## src/rtl/cook_timer_pkg.sv

```systemverilog
// cook_timer_pkg: shared state encodings and BCD limits for the cook timer
package cook_timer_pkg;
  localparam int STATE_W = 2;
  typedef enum logic [STATE_W-1:0] {
    ST_IDLE  = 2'd0,
    ST_RUN   = 2'd1,
    ST_PAUSE = 2'd2,
    ST_ALARM = 2'd3
  } state_e;
  localparam logic [3:0] SEC10_MAX = 4'd5;
  localparam logic [3:0] DIGIT_MAX = 4'd9;
endpackage

```

## src/rtl/bcd_mmss_counter.sv

```systemverilog
// bcd_mmss_counter: MM:SS BCD register with wrapping set increments and borrow-chain decrement
module bcd_mmss_counter
  import cook_timer_pkg::*;
#(
  parameter int MAX_MIN10 = 9
) (
  input  logic       clk,
  input  logic       reset_n,
  input  logic       clear,
  input  logic       inc_sec,
  input  logic       inc_min,
  input  logic       dec,
  output logic [3:0] min10,
  output logic [3:0] min1,
  output logic [3:0] sec10,
  output logic [3:0] sec1,
  output logic       is_zero
);
  localparam logic [3:0] MIN10_MAX = 4'(MAX_MIN10);
  logic [3:0] min10_q, min1_q, sec10_q, sec1_q;
  logic [3:0] min10_d, min1_d, sec10_d, sec1_d;
  logic       z_s1, z_s10, z_m1, z_m10;
  assign z_s1    = sec1_q == 4'd0;
  assign z_s10   = sec10_q == 4'd0;
  assign z_m1    = min1_q == 4'd0;
  assign z_m10   = min10_q == 4'd0;
  assign is_zero = z_s1 && z_s10 && z_m1 && z_m10;
  assign min10   = min10_q;
  assign min1    = min1_q;
  assign sec10   = sec10_q;
  assign sec1    = sec1_q;
  always_comb begin
    min10_d = min10_q;
    min1_d  = min1_q;
    sec10_d = sec10_q;
    sec1_d  = sec1_q;
    if (clear) begin
      min10_d = 4'd0;
      min1_d  = 4'd0;
      sec10_d = 4'd0;
      sec1_d  = 4'd0;
    end else if (dec && !is_zero) begin
      sec1_d  = z_s1 ? DIGIT_MAX : sec1_q - 4'd1;
      sec10_d = z_s1 ? (z_s10 ? SEC10_MAX : sec10_q - 4'd1) : sec10_q;
      min1_d  = (z_s1 && z_s10) ? (z_m1 ? DIGIT_MAX : min1_q - 4'd1) : min1_q;
      min10_d = (z_s1 && z_s10 && z_m1) ? min10_q - 4'd1 : min10_q;
    end else begin
      // seconds and minutes wrap independently while setting
      if (inc_sec) begin
        sec1_d  = sec1_q == DIGIT_MAX ? 4'd0 : sec1_q + 4'd1;
        sec10_d = sec1_q != DIGIT_MAX ? sec10_q : sec10_q == SEC10_MAX ? 4'd0 : sec10_q + 4'd1;
      end
      if (inc_min) begin
        min1_d  = min1_q == DIGIT_MAX ? 4'd0 : min1_q + 4'd1;
        min10_d = min1_q != DIGIT_MAX ? min10_q : min10_q == MIN10_MAX ? 4'd0 : min10_q + 4'd1;
      end
    end
  end
  always_ff @(posedge clk or negedge reset_n) begin
    if (!reset_n) begin
      min10_q <= 4'd0;
      min1_q  <= 4'd0;
      sec10_q <= 4'd0;
      sec1_q  <= 4'd0;
    end else begin
      min10_q <= min10_d;
      min1_q  <= min1_d;
      sec10_q <= sec10_d;
      sec1_q  <= sec1_d;
    end
  end
endmodule

```

## src/rtl/cook_timer_ctrl.sv

```systemverilog
// cook_timer_ctrl: countdown timer FSM with bounded alarm, driving BCD digits for the display scanner
module cook_timer_ctrl
  import cook_timer_pkg::*;
#(
  parameter int ALARM_TICKS = 10,
  parameter int MAX_MIN10   = 9
) (
  input  logic               clk,
  input  logic               reset_n,
  input  logic               tick_sec,
  input  logic               btn_start,
  input  logic               btn_clear,
  input  logic               btn_inc_sec,
  input  logic               btn_inc_min,
  output logic [3:0]         min10,
  output logic [3:0]         min1,
  output logic [3:0]         sec10,
  output logic [3:0]         sec1,
  output logic               running,
  output logic               alarm,
  output logic [STATE_W-1:0] state
);
  state_e     state_q, state_d;
  logic [7:0] acnt_q, acnt_d;
  logic       running_q, running_d, alarm_q, alarm_d;
  logic       is_zero, last_sec, any_btn, set_ok;
  assign any_btn  = btn_start || btn_clear || btn_inc_sec || btn_inc_min;
  assign last_sec = {min10, min1, sec10, sec1} == 16'h0001;
  // start outranks the inc buttons, so setting only happens on a start-free cycle
  assign set_ok   = state_q == ST_IDLE && !btn_start && !btn_clear;
  bcd_mmss_counter #(.MAX_MIN10(MAX_MIN10)) u_cnt (
    .clk     (clk),
    .reset_n (reset_n),
    .clear   (btn_clear),
    .inc_sec (set_ok && btn_inc_sec),
    .inc_min (set_ok && btn_inc_min),
    .dec     (state_q == ST_RUN && tick_sec),
    .min10   (min10),
    .min1    (min1),
    .sec10   (sec10),
    .sec1    (sec1),
    .is_zero (is_zero)
  );
  always_ff @(posedge clk or negedge reset_n) begin
    if (!reset_n) begin
      state_q   <= ST_IDLE;
      acnt_q    <= 8'd0;
      running_q <= 1'b0;
      alarm_q   <= 1'b0;
    end else begin
      state_q   <= state_d;
      acnt_q    <= acnt_d;
      running_q <= running_d;
      alarm_q   <= alarm_d;
    end
  end
  always_comb begin
    state_d = state_q;
    if (btn_clear) state_d = ST_IDLE;
    else begin
      case (state_q)
        ST_IDLE:  state_d = (btn_start && !is_zero) ? ST_RUN : ST_IDLE;
        ST_RUN:   state_d = (tick_sec && last_sec) ? ST_ALARM : btn_start ? ST_PAUSE : ST_RUN;
        ST_PAUSE: state_d = btn_start ? ST_RUN : ST_PAUSE;
        default:  state_d = (any_btn || (tick_sec && acnt_q == 8'(ALARM_TICKS - 1))) ? ST_IDLE : ST_ALARM;
      endcase
    end
    acnt_d = (state_q == ST_ALARM && state_d == ST_ALARM) ? acnt_q + 8'(tick_sec) : 8'd0;
  end
  always_comb begin
    running_d = state_d == ST_RUN;
    alarm_d   = state_d == ST_ALARM;
  end
  assign running = running_q;
  assign alarm   = alarm_q;
  assign state   = state_q;
endmodule

```

## config.mk

```make
export PLATFORM = sky130hd
export DESIGN_NAME = cook_timer_ctrl
export DESIGN_NICKNAME = d
export VERILOG_FILES = /design/src/rtl/cook_timer_pkg.sv /design/src/rtl/bcd_mmss_counter.sv /design/src/rtl/cook_timer_ctrl.sv
export SDC_FILE = /design/constraint.sdc
export NUM_CORES = 1
export LEC_CHECK = 0
export BUFFER_PORTS_ARGS = -buffer_cell sky130_fd_sc_hd__buf_2
export CAP_MARGIN = 15
export CORE_MARGIN = 5
export CORE_UTILIZATION = 32
export DETAILED_ROUTE_END_ITERATION = 16
export SETUP_SLACK_MARGIN = 0.02
export SKIP_CTS_REPAIR_TIMING = 1
export SLEW_MARGIN = 25
export SYNTH_ARGS = -nofsm -noshare
export SYNTH_HDL_FRONTEND = slang
export SYNTH_HIERARCHICAL = 1
export SYNTH_SLANG_ARGS = --single-unit
```

## constraint.sdc

```tcl
create_clock -name clk -period 2.15 [get_ports clk]
set_input_delay 0.645 -clock clk [delete_from_list [all_inputs] [get_ports clk]]
set_output_delay 0.645 -clock clk [all_outputs]
set_load 0.005 [all_outputs]
```

* After elaboration in Yosys (flattened, before gate mapping)
Cells that the tools add are included. Widths: inputs -> output; s select.
Word-level totals: register bits after elaboration 28, word-level logic and storage cells 97
Operators by class: add/subtract/negate cells 9, equal/unequal tests 18, multiplexer cells 32, reductions and logical operators 30
Operators with widths (count):
- $mux 4 | 24
- $add 4x1->4 const B | 4
- $eq 16x1->1 const B | 1
- $logic_not 4->1 | 4
- $sub 4x1->4 const B | 4
- $logic_and 1x1->1 | 13
- $eq 4x4->1 const B | 3
- $mux 2 | 5
- $ne 3x2->1 const B | 3
- $add 8x1->8 | 1
- $eq 8x4->1 const B | 1
- $mux 8 | 1
- $ne 4x4->1 const B | 2
- $eq 2x2->1 const B | 3
- $ne 3x3->1 const B | 2
- $pmux 2 s3 | 1
- $reduce_and 3->1 | 2
- $reduce_bool 3->1 | 2
- $eq 2x1->1 const B | 2
- $eq 4x3->1 const B | 1
- $logic_or 1x1->1 | 4
- $logic_not 1->1 | 3
- $logic_not 2->1 | 1
- $reduce_and 2->1 | 1
- $mux 1 | 1

* Longest topological paths before layout
Gate-level depths: netlist (run 1).
word-level depth 12, depth in mapped cells 9, mapped depth without buffers 8

* By module
Netlist (run 1), hierarchy kept.
By module, submodules not included:
- bcd_mmss_counter | instances 1, cells each 175, area an instance 1445.1 µm²
- cook_timer_ctrl | instances 1, cells each 67, area an instance 680.7 µm²

* Worst setup path after synthesis (run 1)
Ideal clock, no wire load.
path type input port to flip-flop, start input btn_start, end register u_cnt.sec10_q[0] (netlist: u_cnt/sec10[0]), library setup time 0.128 ns, arrival time 2.009 ns, data required time 2.022 ns, slack 0.014 ns, cell stages on the path 7, cells stage by stage nor4_1 > and2_1 > nand2_1 > nor3_1 > o21ai_1 > nand3_1 > mux2_1
On the way: longest elaborated chain between the ends 6
RTL lines:
- start: declaration | line cook_timer_ctrl.sv:11 | input logic btn_start,
- $logic_not 1->1 | line cook_timer_ctrl.sv:30 | assign set_ok = state_q == ST_IDLE && !btn_start && !btn_clear;
- $logic_and 1x1->1 (2 in series) | line cook_timer_ctrl.sv:30
- $logic_and 1x1->1 | line cook_timer_ctrl.sv:35 | .inc_sec (set_ok && btn_inc_sec),
- $reduce_bool 3->1 (no source line)
- $reduce_and 3->1 (no source line)
- end signal: assignment | line bcd_mmss_counter.sv:63 | sec10_q <= 4'd0;
- end signal: assignment | line bcd_mmss_counter.sv:68 | sec10_q <= sec10_d;
- end: declaration | line bcd_mmss_counter.sv:20 | logic [3:0] min10_q, min1_q, sec10_q, sec1_q;
Every way passes these cells. A chain may end at the register's enable or synchronous reset.

* Worst setup path in the final report (run 1)
start register state_q[0] (netlist: state[0]), end register u_cnt.sec10_q[0] (netlist: u_cnt/sec10[0])
On the way: longest elaborated chain between the ends 6
RTL lines:
- start: declaration | line cook_timer_ctrl.sv:23 | state_e state_q, state_d;
- start signal: assignment | line cook_timer_ctrl.sv:51 | state_q <= state_d;
- $logic_not 2->1 | line cook_timer_ctrl.sv:30
- $logic_and 1x1->1 (2 in series) | line cook_timer_ctrl.sv:30
- $logic_and 1x1->1 | line cook_timer_ctrl.sv:35
- $reduce_bool 3->1 (no source line)
- $reduce_and 3->1 (no source line)
Several ways; a longest one is shown, not always the timed one.

==> results of run 1 <==
## area by class of cell
class                      instances  area (um2)  area share, %
tap                               77        96.3           3.50
timing repair buffer              73         483           17.6
multi-input combinational        185        1330           48.3
inverter                          18        70.1           2.55
sequential                        28         701           25.5
clock inverter                     1        30.0           1.09
clock buffer                       3        41.3           1.50
## kinds of logic after synthesis
logic type | after synthesis | synth area share, %
and+or+nand+nor | 99 | 28.4
AOI/OAI and AO/OA | 65 | 22.7
buffers and inverters | 29 | 5.53
DFF | 28 | 33.0
xor gates and xnor gates | 8 | 3.30
muxes | 7 | 3.53
adders and majority gates | 6 | 3.53
## synth_stat cells (3+ instances only)
library cell,n,area [um2]
nand3_1,11,55.1
dfrtp_1,28,701
o22ai_1,4,25.0
ha_1,6,75.1
o21ai_0,7,35.0
nor3b_1,3,22.5
xor2_1,5,43.8
nand4_1,3,18.8
nor4_4,3,63.8
mux2_1,3,33.8
nand2_1,11,41.3
mux2i_1,3,30.0
a21oi_1,10,50.1
buf_2,3,15.0
nor3_1,8,40.0
a311oi_1,3,26.3
inv_1,17,63.8
clkbuf_1,7,26.3
and2_1,5,31.3
a211oi_1,5,37.5
nor4_1,5,31.3
and3_1,4,25.0
a31oi_1,6,37.5
xnor2_1,3,26.3
nand2b_1,7,43.8
nor2_1,26,97.6
## worst register-to-register path, stage by stage, from the launching register on
cell     delay [ps]
dfrtp_1         450
nor4_2          310
and2_1          210
nand2_1          90
nor3_2          200
o21ai_1         150
nand3_1         140
mux2_1          320
## sequential cells by signal, indices dropped and copies added, names as in the netlist
signal	cells
running	1
u_cnt/min10	4
u_cnt/sec10	4
state	2
u_cnt/min1	4
u_cnt/sec1	4
alarm	1
acnt_q	8
## per-layer routing
metal,vias to the layer above,routed length [um]
li1,1039,-
met1,1001,2730
met2,58,2780
met3,8,305
met4,0,65
met5,-,0
## worst max-delay path by stage
stage | from | endpoint | slack (ps) | cells after the start
floorplan | btn_start | u_cnt/sec10[0] | 50 | 7
global placement | btn_start | u_cnt/sec10[0] | -100 | 8
detailed placement | btn_start | u_cnt/sec10[0] | -140 | 8
CTS | u_cnt/min10[0] | u_cnt/sec1[3] | 40 | 9
global route | u_cnt/min10[0] | u_cnt/sec1[3] | 30 | 9
finish | state[0] | u_cnt/sec10[0] | 170 | 7
## power groups by stage
stage	Sequential [mW]	Clock (mW)	Combinational [mW]
3_5_place_dp	0.686	0	1.31
3_3_place_gp	0.685	0	1.31
2_1_floorplan	0.746	0	0.754
6_report	0.677	0.422	1.34
4_1_cts	0.675	0.442	1.32
5_1_grt	0.687	0.453	1.50
## cells in the final DEF (no fill, tap or decap), types with 2 or more instances in the layout
master    netlist  final
ha_1            6      6
or3_1           2      2
a31oi_1         6      6
nor4_4          3      3
o311ai_1        1      2
mux2i_1         3      3
a211oi_1        5      5
o211ai_1        2      2
nor3_1          8      7
o22ai_1         4      4
nor3b_1         3      3
nand3_1        11     11
o21ai_0         7      7
nor2_1         26     26
mux2_1          3      3
xor2_1          5      5
clkbuf_8        0      3
nand2_1        11     10
o41ai_1         2      2
a22oi_1         2      2
a21oi_1        10     10
buf_2           3     26
dfrtp_1        28     28
a311oi_1        3      3
nand3b_1        2      2
buf_4           1     47
and2_1          5      5
xnor2_1         3      3
and3_1          4      3
nor4_1          5      4
nand2b_1        7      7
nand4_1         3      3
inv_1          17     17
a21oi_2         2      2
o21ai_1         2      2
## stage by stage
stage | hold slack [ps] | std cells
5_1_grt | 443 | 385
2_1_floorplan | 349 | 242
3_3_place_gp | 527 | 380
3_5_place_dp | 542 | 380
4_1_cts | 400 | 384
6_report | 381 | 385
==> key figures, run 1 <==
Worst setup path
  – Worst R2R End: u_cnt/sec10[0]
  – Delay-heaviest family, CP: simple AND/OR/NAND/NOR gates
  – Crit path max-delay cell type: dfrtp_1
  – CP Launch Type: flop
  – Critical-path cell list: nor4_2 -> and2_1 -> nand2_1 -> nor3_2 -> o21ai_1 -> nand3_1 -> mux2_1
  – CP Data Required Time: 2320 ps
  – Critical Path Sink Type: flop
  – RR Startpoint: state[0]
  – Setup slack, reg-to-reg: 170 ps
  – Type of the worst setup path: flop to flop
  – Register-to-Register Path Depth: 7
  – Crit-path max cell delay: 450 ps
  – CP bufs+invs: 0
  – CP arrival: 2140 ps
  – Critical path peak fanout: 6

Detailed routing
  – Vias/cell: 5.47
  – Total wire length: 5880 um
  – Detail Route Antenna Nets: 0
  – DR WL/cell: 15.3 um
  – Via count: 2,106
  – First-pass DRT Iterations: 4
  – DRC Markers: 0
  – Drt first-iter violations: 201

Clock network
  – Clock sinks: 28
  – Num CTS Buffers: 3
  – H-tree depth: 1
  – Clk slew on worst S/H paths: 100 ps
  – Bufs on Longest Clock Path: 2
  – Clk_lat worst skew: 270 ps
  – Clock root buffer master: clkbuf_8
  – Clock tree from TritonCTS: yes

Logic synthesis
  – Top FF cell, synth: dfrtp_1
  – Avg Cell Area, Syn: 8.78 um2
  – Number of synthesized register bits: 28
  – Area of the mapped netlist: 0.00213 mm2
  – Asr flop ratio synth: 100%
  – Post-synthesis sequential area ratio: 33.0%
  – Post-synth EDFFs: 0
  – Post-Synthesis Cells: 242
  – YS warnings: 6
  – Syn_nets: 255
  – Post-synth cell types: 65

Finish
  – Final Cell Area: 0.00275 mm2
  – Net count, final: 322
  – Ant. Diodes: 0
  – Area grow syn2layout: 29.4%
  – Final Core Density: 42.8%
  – Fillers: 631
  – Share of layout cells above drive strength 1: 31.5%

Global route
  – Grt met1 use: 20.2%
  – Initial antenna violation count: 0
  – Total global routing overflow: 0
  – Largest net degree at the start of global routing: 29
  – GR Util met3: 2.15%
  – First-pass GRT wire length: 10,200 um
  – Vias in the first global route: 2,103
  – Met2 Usage GRT: 24.0%
  – Most used routing layer: met2
  – GRT Total Usage: 14.5%

Place
  – Port Buffers: 26
  – Placer Congestion: 0.898
  – Placed instance area: 0.00265 mm2
  – DP Wirelength: 4490 um
  – Pre-CTS setup slack: -136 ps

Power and ir drop
  – Pwr dens: 888 mW/mm2
  – Combinational power share: 55.0%
  – Internal: 1.46 mW
  – Share of power burned in the clock network: 17.3%
  – Total chip power: 2.44 mW
  – Pleak: 1.22 nW
  – Net switching power: 0.981 mW
  – Sw Ratio: 40.2%
  – Seq pwr share: 27.7%
  – Max VDD drop: 0.000353 V

Run
  – Max-Cap Viols: 0

Die
  – Die Ht: 91.5 um
  – Initial Util: 33.1%
  – Boundary pin count: 27
  – Die W: 91.5 um
  – Row cnt: 29
  – Core box area: 0.00642 mm2
  – Die area: 0.00837 mm2

STA
  – Relative slew margins: 57.3%
  – Slew Viols, Final: 0
  – Final Cycle Share: 92.0%
  – Final-report hold violation count: 0
  – Max Clk Rate: 506 MHz
  – RSZ-0062 raised after global routing: false
  – Endpoints failing setup: 0
  – Final worst path period need: 1980 ps
  – Sum Neg Setup Slack: 0 ps
  – Skew final: 1.48 ps
  – Worst-Margin Slew: 641 ps
  – Final worst setup slack: 173 ps

Run status
  – Status: completed

Hold path
  – HP Class: input port to async pin
No activity file was read; power rests on OpenSTA's default activity.
==> run 2, diff against run 1 <==
--- a/config.mk
+++ b/config.mk
@@ -7,9 +7,12 @@
 export LEC_CHECK = 0
 export BUFFER_PORTS_ARGS = -buffer_cell sky130_fd_sc_hd__buf_2
 export CAP_MARGIN = 15
+export CELL_PAD_IN_SITES_DETAIL_PLACEMENT = 0
+export CELL_PAD_IN_SITES_GLOBAL_PLACEMENT = 1
 export CORE_MARGIN = 5
 export CORE_UTILIZATION = 32
 export DETAILED_ROUTE_END_ITERATION = 16
+export PLACE_DENSITY_LB_ADDON = 0.1
 export SETUP_SLACK_MARGIN = 0.02
 export SKIP_CTS_REPAIR_TIMING = 1
 export SLEW_MARGIN = 25
==> constraint.sdc (replaced) <==
create_clock -name clk -period 2.15 [get_ports clk]
set_input_delay 0.645 -clock clk [delete_from_list [all_inputs] [get_ports clk]]
set_output_delay 0.645 -clock clk [all_outputs]
set_load 0.05 [all_outputs]
==> run 2 against run 1 <==
Net effect: register-to-register slack got worse by 70 ps; critical endpoint is now u_cnt/min1[3]; core utilization rose by 0.58 points; design area rose by 1.4%; worst setup slack got worse by 66 ps; non-clock buffer count rose by 4; global-route usage rose by 1.6 points; highest routed layer unchanged; fmax fell by 3.2%; sequential power barely moved; critical path type unchanged; clock power rose by 3%; flip-flop and latch count did not move; routed wire length rose by 11%; die area did not move.
==> key figures, run 2 (synthesis gave the netlist of run 1 again) <==
Run status
  – Status: completed

Clock network
  – Clock root buffer master: clkbuf_8
  – Num CTS Buffers: 3 (unchanged)
  – Clk_lat worst skew: 280 ps (about the same)
  – Clock tree from TritonCTS: yes
  – Clk slew on worst S/H paths: 110 ps (about the same)
  – Clock sinks: 28 (unchanged)
  – H-tree depth: 1 (unchanged)
  – Bufs on Longest Clock Path: 2 (unchanged)

Run
  – Max-Cap Viols: 0 (unchanged)

Global route
  – GRT Total Usage: 16.1% (+1.6 points)
  – First-pass GRT wire length: 11,000 um (+7.5%)
  – Largest net degree at the start of global routing: 29 (unchanged)
  – Total global routing overflow: 0 (unchanged)
  – Initial antenna violation count: 0 (unchanged)
  – Vias in the first global route: 2,131 (+1.3%)

Worst setup path
  – CP Launch Type: flop
  – Critical Path Sink Type: flop
  – CP Data Required Time: 2320 ps (about the same)
  – Delay-heaviest family, CP: compound AO/OA/AOI/OAI gates
  – Critical-path cell list: inv_1 -> and3_2 -> and2_1 -> o21ai_0 -> a21oi_1 -> a221o_1 -> a22o_1
  – Type of the worst setup path: flop to flop
  – Critical path peak fanout: 6 (unchanged)
  – Crit path max-delay cell type: dfrtp_2
  – CP bufs+invs: 1 (+1)
  – CP arrival: 2210 ps (+70 ps)
  – Crit-path max cell delay: 430 ps (-20 ps)
  – Setup slack, reg-to-reg: 110 ps (-70 ps)

Finish
  – Ant. Diodes: 0 (unchanged)
  – Net count, final: 326 (+1.2%)
  – Commonest non-fill, non-tap cell in the layout: buf_4
  – Fillers: 659 (+4.4%)
  – Final Core Density: 43.4% (+0.58 points)
  – Max reg flops: 8 (unchanged)
  – Commonest cells after routing, fill and taps aside: 51 x buf_4, 26 x nor2_1, 26 x buf_2
  – Largest register by flop count: acnt_q
  – Final Cell Area: 0.00279 mm2 (+1.4%)
  – Share of layout cells above drive strength 1: 34.0% (+2.5 points)
  – Area grow syn2layout: 31.1%

Die
  – Die W: 91.5 um (unchanged)
  – Die Ht: 91.5 um (unchanged)
  – Core box area: 0.00642 mm2 (unchanged)
  – Row cnt: 29 (unchanged)
  – Die area: 0.00837 mm2 (unchanged)
  – Boundary pin count: 27 (unchanged)
  – Initial Util: 33.1% (unchanged)

Detailed routing
  – DRC Markers: 0 (unchanged)
  – Detail Route Antenna Nets: 0 (unchanged)
  – Drt first-iter violations: 147 (-27%)
  – Vias/cell: 5.54 (+1.2%)
  – First-pass DRT Iterations: 5 (+1)
  – Via count: 2,154 (+2.3%)
  – DR WL/cell: 16.8 um (+9.7%)
  – Total wire length: 6520 um (+11%)

STA
  – Final worst path period need: 2040 ps (+66.2 ps)
  – Final-report hold violation count: 0 (unchanged)
  – Relative slew margins: 52.3% (-5.0 points)
  – Final Cycle Share: 95.0% (+3.1 points)
  – Skew final: 9.61 ps (+8.13 ps)
  – RSZ-0062 raised after global routing: false
  – Max Clk Rate: 489 MHz (-3.2%)
  – Slew Viols, Final: 0 (unchanged)
  – Worst-Margin Slew: 715 ps (+74.4 ps)
  – Endpoints failing setup: 0 (unchanged)

Power and ir drop
  – Pleak: 1.23 nW (+1.2%)
  – Max VDD drop: 0.000409 V (+16%)
  – Pwr dens: 1010 mW/mm2 (+14%)

Place
  – Port Buffers: 26 (unchanged)
  – Placed instance area: 0.00268 mm2 (+1.0%)
  – DP Wirelength: 4800 um (+7.0%)
  – Placer Congestion: 0.917 (+2.1%)

Hold path
  – HP Class: input port to async pin
run 2: cell types whose count changed in the layout (fill, tap and decap cells not counted), sizes merged:
cell / before / now
buf: 73 / 77
run 2: path summary, 6_finish.rpt:
| kind | depth (start not counted) | end | start |
|---|---|---|---|
| max reg2reg | 7 | u_cnt/min1[3] | state[1] |
| max | 7 | u_cnt/min1[3] | state[1] |
| min | 1 | acnt_q[4] | reset_n |
| max in group asynchronous | 1 | u_cnt/min10[1] | reset_n |
| min reg2reg | 2 | acnt_q[7] | acnt_q[7] |
| min in group clk | 2 | acnt_q[7] | acnt_q[7] |
run 2: per-layer routing:
layer	vias up	GRT usage (%)	routed length [um]
li1	1047	-	-
met1	1044	22.6	3120
met5	-	0	0
met3	6	2.23	291
met4	0	4.52	55
met2	57	25.9	3050
run 2: report_power, final:
| group | switching [mW] | internal, mW | leakage (nW) |
|---|---|---|---|
| clock network | 0.184 | 0.250 | 0.0357 |
| logic | 1.05 | 0.654 | 0.822 |
| registers | 0.0734 | 0.606 | 0.376 |
run 2: final cells by class:
type	count	area [um2]	area share [%]
sequential	28	706	25.3
multi-input combinational	185	1330	47.7
clock buffer	3	41.3	1.48
inverter	18	72.6	2.60
timing repair buffer	77	513	18.4
clock inverter	1	30.0	1.08
tap	77	96.3	3.46
run 2: per-stage QoR:
step	hold WS, ps	TNS, ps	std cells	setup WS [ps]	power (mW)
floorplan	349	0	242	31.2	1.77
global placement	532	-443	383	-100	2.34
detailed placement	540	-491	383	-105	2.33
CTS	419	0	387	66.0	2.78
global route	451	0	389	29.3	3.01
finish	394	0	389	107	2.81
